### config.mk
export PLATFORM = sky130hd
export DESIGN_NAME = brg_cgra_xcel_link_balancer_flat
export DESIGN_NICKNAME = d
export VERILOG_FILES = /design/src/rtl/brg_cgra_xcel_link_balancer_pkg.sv /design/src/rtl/brg_cgra_xcel_link_balancer_if.sv /design/src/rtl/brg_cgra_xcel_link_balancer_rr_picker.sv /design/src/rtl/brg_cgra_xcel_link_balancer.sv /design/src/flat_wrapper.sv
export SDC_FILE = /design/constraint.sdc
export NUM_CORES = 1
export LEC_CHECK = 0
export BUFFER_PORTS_ARGS = -buffer_cell sky130_fd_sc_hd__clkbuf_2
export CAP_MARGIN = 5
export CORE_AREA = 2 2 445 447
export CTS_CLUSTER_DIAMETER = 50
export DETAILED_ROUTE_END_ITERATION = 8
export DIE_AREA = 0 0 447 449
export SLEW_MARGIN = 20
export SYNTH_ARGS = -nofsm -noshare
export SYNTH_HDL_FRONTEND = slang
export SYNTH_HIERARCHICAL = 1
export SYNTH_SLANG_ARGS = --single-unit
### constraint.sdc
create_clock -name clk_i -period 8 [get_ports clk_i]
set_input_delay 1.6 -clock clk_i [delete_from_list [all_inputs] [get_ports clk_i]]
set_output_delay 1.6 -clock clk_i [all_outputs]
set_load 0.03 [all_outputs]
### src/rtl/brg_cgra_xcel_link_balancer_pkg.sv
// brg_cgra_xcel_pkg: shared types and helpers for the CGRA accelerator link balancer.
// Holds the link-index width rule and the packed slave-request layout, which the
// balancer itself treats as an opaque bit vector.
package brg_cgra_xcel_pkg;

    // A single link still needs a 1-bit index so that pointer registers exist.
    function automatic int calc_link_idx_width(input int n);
        return (n <= 1) ? 1 : $clog2(n);
    endfunction

    localparam int default_num_links_lp = 4;
    localparam int link_idx_width_lp    = calc_link_idx_width(default_num_links_lp);
    localparam int stats_width_lp       = 32;

    typedef struct packed {
        logic [31:0] addr;
        logic [31:0] data;
        logic [3:0]  mask;
        logic        we;
        logic [3:0]  load_info;
        logic [5:0]  src_x;
        logic [5:0]  src_y;
    } slave_req_s;

endpackage

### src/rtl/brg_cgra_xcel_link_balancer_if.sv
// brg_cgra_xcel_link_balancer_if: groups the accelerator port pair and the per-link
// endpoint signals. The balancer uses the slave modport; the surrounding logic
// (accelerator + endpoints) uses the master modport.
import brg_cgra_xcel_pkg::*;

interface brg_cgra_xcel_link_balancer_if #(
    parameter int num_links_p       = 4,
    parameter int data_width_p      = 32,
    parameter int packet_width_p    = 64,
    parameter int slave_req_width_p = $bits(slave_req_s),
    parameter int max_out_credits_p = 32,
    parameter int reg_id_width_p    = 5
);
    localparam int credit_width_lp = $clog2(max_out_credits_p + 1);

    logic                                            x_out_v_i;
    logic [packet_width_p-1:0]                       x_out_packet_i;
    logic                                            x_out_ready_o;
    logic [num_links_p-1:0]                          ep_out_v_o;
    logic [num_links_p-1:0][packet_width_p-1:0]      ep_out_packet_o;
    logic [num_links_p-1:0]                          ep_out_credit_or_ready_i;
    logic [num_links_p-1:0][credit_width_lp-1:0]     ep_out_credits_i;

    logic [num_links_p-1:0]                          ep_returned_v_i;
    logic [num_links_p-1:0][data_width_p-1:0]        ep_returned_data_i;
    logic [num_links_p-1:0][reg_id_width_p-1:0]      ep_returned_reg_id_i;
    logic [num_links_p-1:0]                          ep_returned_yumi_o;
    logic                                            x_returned_v_o;
    logic [data_width_p-1:0]                         x_returned_data_o;
    logic [reg_id_width_p-1:0]                       x_returned_reg_id_o;
    logic                                            x_returned_yumi_i;

    logic [num_links_p-1:0]                          ep_in_v_i;
    logic [num_links_p-1:0][slave_req_width_p-1:0]   ep_in_req_i;
    logic [num_links_p-1:0]                          ep_in_yumi_o;
    logic [num_links_p-1:0]                          ep_returning_v_o;
    logic [num_links_p-1:0][data_width_p-1:0]        ep_returning_data_o;
    logic                                            x_in_v_o;
    logic [slave_req_width_p-1:0]                    x_in_req_o;
    logic                                            x_in_yumi_i;
    logic                                            x_returning_v_i;
    logic [data_width_p-1:0]                         x_returning_data_i;

    logic                                            idle_o;

    modport slave (
        input  x_out_v_i, x_out_packet_i, ep_out_credit_or_ready_i, ep_out_credits_i,
        output x_out_ready_o, ep_out_v_o, ep_out_packet_o,
        input  ep_returned_v_i, ep_returned_data_i, ep_returned_reg_id_i, x_returned_yumi_i,
        output ep_returned_yumi_o, x_returned_v_o, x_returned_data_o, x_returned_reg_id_o,
        input  ep_in_v_i, ep_in_req_i, x_in_yumi_i, x_returning_v_i, x_returning_data_i,
        output ep_in_yumi_o, ep_returning_v_o, ep_returning_data_o, x_in_v_o, x_in_req_o,
        output idle_o
    );

    modport master (
        output x_out_v_i, x_out_packet_i, ep_out_credit_or_ready_i, ep_out_credits_i,
        input  x_out_ready_o, ep_out_v_o, ep_out_packet_o,
        output ep_returned_v_i, ep_returned_data_i, ep_returned_reg_id_i, x_returned_yumi_i,
        input  ep_returned_yumi_o, x_returned_v_o, x_returned_data_o, x_returned_reg_id_o,
        output ep_in_v_i, ep_in_req_i, x_in_yumi_i, x_returning_v_i, x_returning_data_i,
        input  ep_in_yumi_o, ep_returning_v_o, ep_returning_data_o, x_in_v_o, x_in_req_o,
        input  idle_o
    );

endinterface

### src/rtl/brg_cgra_xcel_link_balancer_rr_picker.sv
// brg_cgra_link_rr_picker: stateless round-robin search. Grants the first requesting
// link at or after the pointer. When hold is set and the pointer link is still
// requesting, the pointer link is granted outright (the caller parks the pointer on
// a presented-but-unaccepted grant so it stays stable).
import brg_cgra_xcel_pkg::*;

module brg_cgra_link_rr_picker #(
    parameter  int n_p      = 4,
    localparam int idx_w_lp = calc_link_idx_width(n_p)
) (
    input  logic [n_p-1:0]      req_i,
    input  logic [idx_w_lp-1:0] ptr_i,
    input  logic                hold_i,
    output logic [idx_w_lp-1:0] grant_o,
    output logic                any_o
);

    // Rotating priority search starting at the pointer.
    always_comb begin
        logic                found;
        logic [idx_w_lp-1:0] cand;
        found   = 1'b0;
        cand    = '0;
        grant_o = '0;
        any_o   = |req_i;
        for (int k = 0; k < n_p; k++) begin
            cand = idx_w_lp'((int'(ptr_i) + k) % n_p);
            if (!found && req_i[cand]) begin
                grant_o = cand;
                found   = 1'b1;
            end
        end
        if (hold_i && req_i[ptr_i]) begin
            grant_o = ptr_i;
        end
    end

endmodule

### src/rtl/brg_cgra_xcel_link_balancer.sv
// brg_cgra_xcel_link_balancer: spreads accelerator master requests over num_links_p
// endpoints with credit-aware round-robin, merges their responses back, and
// serialises incoming slave requests onto the single accelerator slave port.
// Optional per-link request counters: define BRG_CGRA_LINK_BALANCER_STATS_EN.
import brg_cgra_xcel_pkg::*;

module brg_cgra_xcel_link_balancer #(
    parameter int num_links_p       = 4,
    parameter int data_width_p      = 32,
    parameter int packet_width_p    = 64,
    parameter int slave_req_width_p = $bits(slave_req_s),
    parameter int max_out_credits_p = 32,
    parameter int reg_id_width_p    = 5
) (
    input  logic clk_i,
    input  logic reset_n_i,
    brg_cgra_xcel_link_balancer_if.slave link
`ifdef BRG_CGRA_LINK_BALANCER_STATS_EN
    ,
    output logic [num_links_p-1:0][stats_width_lp-1:0] stats_req_cnt_o
`endif
);

    localparam int idx_w_lp    = calc_link_idx_width(num_links_p);
    localparam int credit_w_lp = $clog2(max_out_credits_p + 1);
    localparam logic [idx_w_lp-1:0] last_idx_lp = idx_w_lp'(num_links_p - 1);

    logic [idx_w_lp-1:0]    mptr_r, rptr_r, sptr_r, sresp_idx_r;
    logic                   pending_r;
    logic [num_links_p-1:0] eligible;
    logic                   all_full;
    logic [idx_w_lp-1:0]    m_win, r_sel, s_sel;
    logic                   m_any, r_any, s_any;
    logic                   m_fire;

    function automatic logic [idx_w_lp-1:0] next_idx(input logic [idx_w_lp-1:0] i);
        return (i == last_idx_lp) ? '0 : i + idx_w_lp'(1);
    endfunction

    // A link can take a master request only if it is ready and has credits left.
    always_comb begin
        eligible = '0;
        all_full = 1'b1;
        for (int i = 0; i < num_links_p; i++) begin
            eligible[i] = link.ep_out_credit_or_ready_i[i] && (link.ep_out_credits_i[i] != '0);
            if (link.ep_out_credits_i[i] != credit_w_lp'(max_out_credits_p)) begin
                all_full = 1'b0;
            end
        end
    end

    brg_cgra_link_rr_picker #(.n_p(num_links_p)) master_picker (
        .req_i(eligible), .ptr_i(mptr_r), .hold_i(1'b0), .grant_o(m_win), .any_o(m_any)
    );

    brg_cgra_link_rr_picker #(.n_p(num_links_p)) resp_picker (
        .req_i(link.ep_returned_v_i), .ptr_i(rptr_r), .hold_i(~link.x_returned_yumi_i),
        .grant_o(r_sel), .any_o(r_any)
    );

    brg_cgra_link_rr_picker #(.n_p(num_links_p)) slave_picker (
        .req_i(link.ep_in_v_i), .ptr_i(sptr_r), .hold_i(~link.x_in_yumi_i),
        .grant_o(s_sel), .any_o(s_any)
    );

    assign m_fire = link.x_out_v_i && m_any;

    // Master side: steer valid to the winning link, broadcast the packet.
    always_comb begin
        link.x_out_ready_o = m_any;
        link.ep_out_v_o    = '0;
        if (m_any) begin
            link.ep_out_v_o[m_win] = link.x_out_v_i;
        end
        for (int i = 0; i < num_links_p; i++) begin
            link.ep_out_packet_o[i] = link.x_out_packet_i;
        end
    end

    // Response merge: the selected link drives the accelerator and receives its yumi.
    always_comb begin
        link.x_returned_v_o      = r_any;
        link.x_returned_data_o   = '0;
        link.x_returned_reg_id_o = '0;
        link.ep_returned_yumi_o  = '0;
        if (r_any) begin
            link.x_returned_data_o         = link.ep_returned_data_i[r_sel];
            link.x_returned_reg_id_o       = link.ep_returned_reg_id_i[r_sel];
            link.ep_returned_yumi_o[r_sel] = link.x_returned_yumi_i;
        end
    end

    // Slave path: forward the selected request, route the returning word back.
    always_comb begin
        link.x_in_v_o         = s_any;
        link.x_in_req_o       = '0;
        link.ep_in_yumi_o     = '0;
        link.ep_returning_v_o = '0;
        if (s_any) begin
            link.x_in_req_o          = link.ep_in_req_i[s_sel];
            link.ep_in_yumi_o[s_sel] = link.x_in_yumi_i;
        end
        link.ep_returning_v_o[sresp_idx_r] = link.x_returning_v_i && pending_r;
        for (int i = 0; i < num_links_p; i++) begin
            link.ep_returning_data_o[i] = link.x_returning_data_i;
        end
        link.idle_o = all_full && !pending_r;
    end

    // Pointer state; an unaccepted grant parks its pointer so the choice cannot shift.
    always_ff @(posedge clk_i or negedge reset_n_i) begin
        if (!reset_n_i) begin
            mptr_r      <= '0;
            rptr_r      <= '0;
            sptr_r      <= '0;
            sresp_idx_r <= '0;
            pending_r   <= 1'b0;
        end else begin
            if (m_fire) begin
                mptr_r <= next_idx(m_win);
            end
            if (r_any) begin
                rptr_r <= link.x_returned_yumi_i ? next_idx(r_sel) : r_sel;
            end
            if (s_any) begin
                sptr_r <= link.x_in_yumi_i ? next_idx(s_sel) : s_sel;
                if (link.x_in_yumi_i) begin
                    sresp_idx_r <= s_sel;
                end
            end
            pending_r <= link.x_in_yumi_i;
        end
    end

`ifdef BRG_CGRA_LINK_BALANCER_STATS_EN
    logic [num_links_p-1:0][stats_width_lp-1:0] stats_cnt_r;

    // Count accepted master requests per link; counters wrap freely.
    always_ff @(posedge clk_i or negedge reset_n_i) begin
        if (!reset_n_i) begin
            stats_cnt_r <= '0;
        end else begin
            for (int i = 0; i < num_links_p; i++) begin
                if (m_fire && (m_win == idx_w_lp'(i))) begin
                    stats_cnt_r[i] <= stats_cnt_r[i] + stats_width_lp'(1);
                end
            end
        end
    end

    assign stats_req_cnt_o = stats_cnt_r;
`endif

endmodule

### src/flat_wrapper.sv
// flat-port wrapper written by rule: the top's interface ports become plain ports
module brg_cgra_xcel_link_balancer_flat 
#(
    parameter int num_links_p       = 4,
    parameter int data_width_p      = 32,
    parameter int packet_width_p    = 64,
    parameter int slave_req_width_p = $bits(slave_req_s),
    parameter int max_out_credits_p = 32,
    parameter int reg_id_width_p    = 5
)
  (clk_i, reset_n_i, link_x_out_v_i, link_x_out_packet_i, link_ep_out_credit_or_ready_i, link_ep_out_credits_i, link_x_out_ready_o, link_ep_out_v_o, link_ep_out_packet_o, link_ep_returned_v_i, link_ep_returned_data_i, link_ep_returned_reg_id_i, link_x_returned_yumi_i, link_ep_returned_yumi_o, link_x_returned_v_o, link_x_returned_data_o, link_x_returned_reg_id_o, link_ep_in_v_i, link_ep_in_req_i, link_x_in_yumi_i, link_x_returning_v_i, link_x_returning_data_i, link_ep_in_yumi_o, link_ep_returning_v_o, link_ep_returning_data_o, link_x_in_v_o, link_x_in_req_o, link_idle_o);
  brg_cgra_xcel_link_balancer_if #(.num_links_p(num_links_p), .data_width_p(data_width_p), .packet_width_p(packet_width_p), .slave_req_width_p(slave_req_width_p), .max_out_credits_p(max_out_credits_p), .reg_id_width_p(reg_id_width_p)) link_i ();
  input  logic clk_i;
  input  logic reset_n_i;
  input wire logic [$bits(link_i.x_out_v_i)-1:0] link_x_out_v_i;
  input wire logic [$bits(link_i.x_out_packet_i)-1:0] link_x_out_packet_i;
  input wire logic [$bits(link_i.ep_out_credit_or_ready_i)-1:0] link_ep_out_credit_or_ready_i;
  input wire logic [$bits(link_i.ep_out_credits_i)-1:0] link_ep_out_credits_i;
  output wire logic [$bits(link_i.x_out_ready_o)-1:0] link_x_out_ready_o;
  output wire logic [$bits(link_i.ep_out_v_o)-1:0] link_ep_out_v_o;
  output wire logic [$bits(link_i.ep_out_packet_o)-1:0] link_ep_out_packet_o;
  input wire logic [$bits(link_i.ep_returned_v_i)-1:0] link_ep_returned_v_i;
  input wire logic [$bits(link_i.ep_returned_data_i)-1:0] link_ep_returned_data_i;
  input wire logic [$bits(link_i.ep_returned_reg_id_i)-1:0] link_ep_returned_reg_id_i;
  input wire logic [$bits(link_i.x_returned_yumi_i)-1:0] link_x_returned_yumi_i;
  output wire logic [$bits(link_i.ep_returned_yumi_o)-1:0] link_ep_returned_yumi_o;
  output wire logic [$bits(link_i.x_returned_v_o)-1:0] link_x_returned_v_o;
  output wire logic [$bits(link_i.x_returned_data_o)-1:0] link_x_returned_data_o;
  output wire logic [$bits(link_i.x_returned_reg_id_o)-1:0] link_x_returned_reg_id_o;
  input wire logic [$bits(link_i.ep_in_v_i)-1:0] link_ep_in_v_i;
  input wire logic [$bits(link_i.ep_in_req_i)-1:0] link_ep_in_req_i;
  input wire logic [$bits(link_i.x_in_yumi_i)-1:0] link_x_in_yumi_i;
  input wire logic [$bits(link_i.x_returning_v_i)-1:0] link_x_returning_v_i;
  input wire logic [$bits(link_i.x_returning_data_i)-1:0] link_x_returning_data_i;
  output wire logic [$bits(link_i.ep_in_yumi_o)-1:0] link_ep_in_yumi_o;
  output wire logic [$bits(link_i.ep_returning_v_o)-1:0] link_ep_returning_v_o;
  output wire logic [$bits(link_i.ep_returning_data_o)-1:0] link_ep_returning_data_o;
  output wire logic [$bits(link_i.x_in_v_o)-1:0] link_x_in_v_o;
  output wire logic [$bits(link_i.x_in_req_o)-1:0] link_x_in_req_o;
  output wire logic [$bits(link_i.idle_o)-1:0] link_idle_o;
  assign link_i.x_out_v_i = link_x_out_v_i;
  assign link_i.x_out_packet_i = link_x_out_packet_i;
  assign link_i.ep_out_credit_or_ready_i = link_ep_out_credit_or_ready_i;
  assign link_i.ep_out_credits_i = link_ep_out_credits_i;
  assign link_x_out_ready_o = link_i.x_out_ready_o;
  assign link_ep_out_v_o = link_i.ep_out_v_o;
  assign link_ep_out_packet_o = link_i.ep_out_packet_o;
  assign link_i.ep_returned_v_i = link_ep_returned_v_i;
  assign link_i.ep_returned_data_i = link_ep_returned_data_i;
  assign link_i.ep_returned_reg_id_i = link_ep_returned_reg_id_i;
  assign link_i.x_returned_yumi_i = link_x_returned_yumi_i;
  assign link_ep_returned_yumi_o = link_i.ep_returned_yumi_o;
  assign link_x_returned_v_o = link_i.x_returned_v_o;
  assign link_x_returned_data_o = link_i.x_returned_data_o;
  assign link_x_returned_reg_id_o = link_i.x_returned_reg_id_o;
  assign link_i.ep_in_v_i = link_ep_in_v_i;
  assign link_i.ep_in_req_i = link_ep_in_req_i;
  assign link_i.x_in_yumi_i = link_x_in_yumi_i;
  assign link_i.x_returning_v_i = link_x_returning_v_i;
  assign link_i.x_returning_data_i = link_x_returning_data_i;
  assign link_ep_in_yumi_o = link_i.ep_in_yumi_o;
  assign link_ep_returning_v_o = link_i.ep_returning_v_o;
  assign link_ep_returning_data_o = link_i.ep_returning_data_o;
  assign link_x_in_v_o = link_i.x_in_v_o;
  assign link_x_in_req_o = link_i.x_in_req_o;
  assign link_idle_o = link_i.idle_o;
  brg_cgra_xcel_link_balancer #(.num_links_p(num_links_p), .data_width_p(data_width_p), .packet_width_p(packet_width_p), .slave_req_width_p(slave_req_width_p), .max_out_credits_p(max_out_credits_p), .reg_id_width_p(reg_id_width_p)) u_core (.clk_i(clk_i), .reset_n_i(reset_n_i), .link(link_i));
endmodule
; ---- Word level (Yosys, flattened, before mapping)
; Cells that the tools add are included.
[word_totals]
input_bits = 626
regBits = 9
out_inout_bits = 526
[op_classes]
n_reduce_logical = 40
n_eq_ne = 7
bitwise_logic = 6
n_mux = 76
order_cmp = 20
add_sub_neg = 12
[ops]
columns = operator, n
row1 = $bmux 85 s2, 1
row2 = $mux 85, 2
row3 = $bmux 32 s2, 1
row4 = $mux 32, 2
row5 = $lt 2x3->1 const B, 16
row6 = $mux 2, 19
row7 = $mux 1, 29
row8 = $bmux 1 s2, 12
row9 = $ne 6x6->1 const B, 4
row10 = $reduce_bool 6->1, 4
row11 = $logic_and 1x1->1, 22
row12 = $and 4x4->4, 4
row13 = $add 2x1->2 const B, 6
row14 = $add 2x2->2 const B, 6
row15 = $mux 4, 3
row16 = $reduce_or 4->1, 3
row17 = $bmux 5 s2, 1
row18 = $logic_not 1->1, 10
row19 = $mux 5, 2
row20 = $demux 1 s2, 4
row21 = $ge 2x1->1 const B, 4
row22 = $eq 2x2->1 const B, 3
row23 = $not 1->1, 2
row24 = $reduce_and 2->1, 1

; ---- Longest topological paths before layout
[depth]
depth_word = 20
mapped_depth = 11
mapped_depth_nobuf = 9

; ---- By module
; The synthesis kept the hierarchy.
[modules_own_cells]
columns = mod, seq_area_each_um2, instances, cells_per_inst, area_per_inst_um2
row1 = brg_cgra_xcel_link_balancer, 225.2, 1, 760, 7374.6
row2 = brg_cgra_link_rr_picker, 0.0, 3, 25, 171.4

; ---- Least setup slack after synthesis
; Ideal clock, no wire load.
[synth_path]
path_type = input to output
from = input link_x_in_yumi_i
to = output link_x_in_req_o[0]
path_buffers = 4
required_ns = 6.400
t_arrival_ns = 3.454
setup_slack_ns = 2.946
stages = 9
path_cell_list = clkbuf_1 > inv_1 > a32o_1 > o221ai_2 > buf_2 > buf_2 > buf_2 > mux4_2 > and2_1
[synth_via]
elab_chain_cells = 6
[synth_rtl]
columns = item, line_no
row1 = "start, declared", flat_wrapper.sv:32  ; input wire logic [$bits(link_i.x_in_yumi_i)-1:0] link_x_in_yumi_i;
row2 = $not 1->1, brg_cgra_xcel_link_balancer.sv:62  ; .req_i(link.ep_in_v_i), .ptr_i(sptr_r), .hold_i(~link.x_in_yumi_i),
row3 = $logic_and 1x1->1, brg_cgra_xcel_link_balancer_rr_picker.sv:33  ; if (hold_i && req_i[ptr_i]) begin
row4 = $mux 2, brg_cgra_xcel_link_balancer_rr_picker.sv:33
row5 = named net u_core.s_sel[1], brg_cgra_xcel_link_balancer.sv:32  ; logic [idx_w_lp-1:0] m_win, r_sel, s_sel;
row6 = $bmux 85 s2, brg_cgra_xcel_link_balancer.sv:100  ; link.x_in_req_o = link.ep_in_req_i[s_sel];
row7 = $mux 85 (not written as such), brg_cgra_xcel_link_balancer.sv:100
row8 = $mux 85, brg_cgra_xcel_link_balancer.sv:99  ; if (s_any) begin
row9 = "end, declared", flat_wrapper.sv:39  ; output wire logic [$bits(link_i.x_in_req_o)-1:0] link_x_in_req_o;
; The timed path passes the listed nets, and every way through them passes these cells. The select of a mux whose other input is x is not followed.

; ---- Worst setup path in the final report
[layout_path]
from = input link_ep_returned_v_i[2]
to = output link_x_returned_data_o[18]
[layout_via]
elab_chain_cells = 16
elab_cells_between_ends = 27
classes_between = mux (19) / reduce/logical (8)
[layout_rtl]
columns = item, line_no
row1 = "start, declared", flat_wrapper.sv:22  ; input wire logic [$bits(link_i.ep_returned_v_i)-1:0] link_ep_returned_v_i;
row2 = $bmux 1 s2, "brg_cgra_xcel_link_balancer_rr_picker.sv:28, brg_cgra_xcel_link_balancer_rr_picker.sv:33"
row3 = $mux 1 (not written as such), "brg_cgra_xcel_link_balancer_rr_picker.sv:28, brg_cgra_xcel_link_balancer_rr_picker.sv:33"
row4 = $mux 1, brg_cgra_xcel_link_balancer_rr_picker.sv:28  ; if (!found && req_i[cand]) begin
row5 = $logic_not 1->1, brg_cgra_xcel_link_balancer_rr_picker.sv:28
row6 = $logic_and 1x1->1, brg_cgra_xcel_link_balancer_rr_picker.sv:28
row7 = $mux 1, brg_cgra_xcel_link_balancer_rr_picker.sv:28
row8 = $logic_not 1->1, brg_cgra_xcel_link_balancer_rr_picker.sv:28
row9 = $logic_and 1x1->1, brg_cgra_xcel_link_balancer_rr_picker.sv:28
row10 = $mux 1, brg_cgra_xcel_link_balancer_rr_picker.sv:28
row11 = $logic_not 1->1, brg_cgra_xcel_link_balancer_rr_picker.sv:28
row12 = $logic_and 1x1->1, brg_cgra_xcel_link_balancer_rr_picker.sv:28
row13 = $mux 2, brg_cgra_xcel_link_balancer_rr_picker.sv:28
row14 = $mux 2 *, brg_cgra_xcel_link_balancer_rr_picker.sv:33
row15 = named net u_core.r_sel[0], brg_cgra_xcel_link_balancer.sv:32
row16 = $bmux 32 s2 *, brg_cgra_xcel_link_balancer.sv:87  ; link.x_returned_data_o = link.ep_returned_data_i[r_sel];
row17 = $mux 32 (not written as such) *, brg_cgra_xcel_link_balancer.sv:87
row18 = $mux 32 *, brg_cgra_xcel_link_balancer.sv:86  ; if (r_any) begin
row19 = "end, declared", flat_wrapper.sv:28  ; output wire logic [$bits(link_i.x_returned_data_o)-1:0] link_x_returned_data_o;
; Mark *: on every way through the listed nets, which the timed path passes. The rest lies on a longest branch. The select of a mux whose other input is x is not followed.

==> impl_results.md <==
* Status: completed
* Post-detail-place hpwl at between 100,000 and 150,000 um
* Leakage power of the design at roughly 4.5 nW
* Multiplexer fraction of the synthesized cell area at around 36%
* Number of synthesized flops with an enable pin at 0
* Weighted congestion at the end of routability-driven global placement at 1.01
* Largest family of logic cells by synthesized area: buffers and inverters
* Area fraction of the dominant cell type after synthesis at roughly 37%
* Final period utilization at between 70% and 80%
* Hold path startpoint: u_core/sresp_idx_r[0]
* Number of nets in the layout at 1,722
* Compound-Gate Fraction of Synth Area at between 3 and 4%
* Peak supply drop at 233 uV
* Library cell with the largest summed area after synthesis: buf_4
* Starting utilization of the core area at between 4 and 5%
* Simple-gate area share of the yosys netlist at about 15%
* Share of final-layout standard cells stronger than drive strength 1 at about three quarters
* TNS Setup at 0 ns
* Cell variety after synth at 36
* Global routing usage summed across all routing layers at between 10 and 15%
* Post-Synth Adder-Cell Area at under 10%
* Reg2reg start: u_core/rptr_r[0]
* Clock buffers created by TritonCTS at 3
* Detail Route Antenna Nets at 0
* Global-route wire length before repair at between 100,000 and 150,000 um
* Number of setup violations in the final report at 0
* Class of the tightest hold or removal check: reg2reg
* DRT Pass-1 Iters at 5
* Number of hold-repair buffers added at the cts stage at 0
* Area growth, synth to finish at 47.9%
* DRT iter0 DRCs at about 840
* Maximum fanout along the worst path at 37
* Placement Rows at roughly 160
* Pin count of the biggest net entering global routing at 90
* RSZ-0062 raised after global routing: false
* Top metal layer carrying routed signals: met5
* Initial antenna violation count at 81
* Final worst path period need at between 5 and 6 ns
* Endpoint required time on the critical path at around 6.4 ns
* Area of the die at 201,000 um^2
* Detailed route wirelength on metal3 at 20,900 um
* Register bit total from synthesis at 9
* Via count of the first global-routing pass at ~8,400
* Buffers added on ports at roughly 670
* Destination of the critical timing path: link_x_returned_data_o[18]
* Element type at the critical path end: output port
* Library cell with the highest instance count after synthesis: buf_4
* Vias per cell at around 2.2
* CTS sink count at 9
* Ranking of synthesized cells by area: buf_4 (37%), mux4_2 (35%), and2_1 (9.7%)
* Sequential fraction of the synthesis area at roughly 2.9%
* CP Launch Type: input pin
* Final Max Tran Viols at 0
* Relative slew margins at 28.0%
* Maximum level of the CTS H-tree at 1
* Routed WL per cell at around 31 um
* Post-CTS sizing at 0
* Synthesized area divided by synthesized cell count at 9.45 um^2
* Async set-reset flop share out of synthesis at 100%
* Yosys warns at 6
* Synth cell count leaders: buf_4 (385), and2_1 (122), mux4_2 (122), clkbuf_1 (25), nor2_1 (19)
* Area of the placeable core at a little under 200,000 um^2
* Routed length on met2 at about 60,000 um
* Number of cells traversed by the worst register-to-register path at 7
* Synthesized cell area at 7890 um^2
* Die Width at roughly 450 um
* Max-capacitance violation count at 0
* TritonCTS clock tree: yes
* Cell count after synthesis at approximately 840
* Bufs on Longest Clock Path at 2
* Post-CTS setup-driven buffer insertion count at 0
* Critical path origin: link_ep_returned_v_i[2]
* Met1 Wirelength at about 30,000 um
* R2R Setup Slk at between 5 and 6 ns
* Final routed wirelength across all metal layers at roughly 120,000 um
* Smallest hold slack at roughly 0.56 ns
* Tightest Pin Transition at approximately 1.1 ns
* Root buffer cell: clkbuf_16
* Drt drc at 0
* Type of the worst setup path: in2out
* Vert. Die Dim at approximately 450 um
* Power per standard cell area at between 300 and 400 nW/um^2
* Hold Violations, Final at 0
* Total gr overflow at 0
* Data arrival time of the critical path at roughly 4.4 ns
* Clock skew at 0.0365 ns
* Depth of the worst hold-timing path at 2
* Xor/xnor share of the synthesized area at 0.222%
* Clock input transition at the sequential cells of the worst setup and hold paths at about 0.07 ns
* Fmax at between 150 and 200 MHz
* Count of pins on the block boundary at roughly 1,200
* Most used flip-flop cell after synthesis: dfrtp_1
* Source-to-sink clock delay at the later pin of the worst-skew pair at between 0.3 and 0.4 ns
* Total via count after detailed routing at 8,429
* Capture instance of the worst register-to-register path: u_core/rptr_r[1]
==> stage by stage <==
step | total power (W) | instances | setup WS, ns | util [%] | instance area, um^2
2_1_floorplan | 0.00248 | 836 | 2.95 | - | 7890
3_3_place_gp | 0.00413 | 3719 | 2.04 | 5.87 | 11500
3_5_place_dp | 0.00415 | 3719 | 2.02 | 5.87 | 11500
4_1_cts | 0.00433 | 3723 | 2.02 | 5.91 | 11600
5_1_grt | 0.00430 | 3738 | 1.89 | 5.93 | 11600
6_report | 0.00408 | 3751 | 2.03 | 5.95 | 11700
==> metal layers <==
metal  vias to the layer above  track usage, %
met2                      1088            20.3
li1                       3063               -
met5                         -            1.68
met1                      4013            8.32
met4                        42            3.50
met3                       223            8.99
==> critical path: stages <==
cell and delay [ns]:
clkbuf_2 0.12, inv_1 0.14, o22ai_1 0.15, a211oi_4 0.44, buf_4 0.65, mux4_2 0.69
and2_1 0.22, clkbuf_2 0.26
==> layout by cell type, fill, tap and decap left out, types with 2 or more instances in the layout <==
cell / count
nand2b_1: 6
and3_1: 12
a32o_1: 3
buf_12: 2
clkbuf_16: 3
mux2i_1: 5
and2_1: 122
o21a_1: 4
buf_4: 3
a211oi_4: 2
and4b_1: 4
mux2_4: 3
nand3_1: 2
or2b_1: 3
o221ai_4: 2
inv_1: 18
mux4_2: 122
conb_1: 2
dfrtp_1: 9
nor2_1: 19
nor4b_1: 3
a22oi_1: 3
xnor2_1: 2
diode_2: 28
nor3_1: 6
nand2_1: 13
ha_1: 12
clkbuf_2: 671
a21oi_1: 7
nand3_4: 2
o21ai_0: 8
o22ai_1: 3
==> state kept, by name, summed over array words and instances, names as in the netlist <==
name and flops:
u_core/mptr_r 2, u_core/pending_r 1, u_core/rptr_r 2, u_core/sptr_r 2
u_core/sresp_idx_r 2
==> where the power goes <==
part           internal [W]  switching (W)
clock             0.0000686      0.0000726
combinational       0.00114        0.00268
sequential        0.0000645      0.0000496
total               0.00128        0.00280
==> cell type report <==
cell class / count / area [um^2]
Antenna cell: 28 / 70.1
Tap cell: 2640 / 3300
Clock buffer: 3 / 75.1
Sequential cell: 9 / 225
Clock inverter: 1 / 5.00
Inverter: 18 / 67.6
Fill cell: 23300 / 185000
Multi-Input combinational cell: 376 / 4500
Timing Repair Buffer: 676 / 3420
==> how the worst min path moves through the flow <==
stage / to / slack (ns)
2_1_floorplan: u_core/mptr_r[0] / 0.47
3_3_place_gp: u_core/sresp_idx_r[0] / 0.52
3_5_place_dp: u_core/sresp_idx_r[0] / 0.54
4_1_cts: u_core/sresp_idx_r[0] / 0.56
5_1_grt: u_core/sresp_idx_r[0] / 0.60
6_report: u_core/sresp_idx_r[0] / 0.56
==> kinds of logic after synthesis <==
group           Yosys count
buf+inv                 451
simple gates            194
mux                     131
compound gates           35
fa+ha+maj                12
flops                     9
xor+xnor                  2
other cells               1
Note: power is estimated with default switching activity, not from simulation.
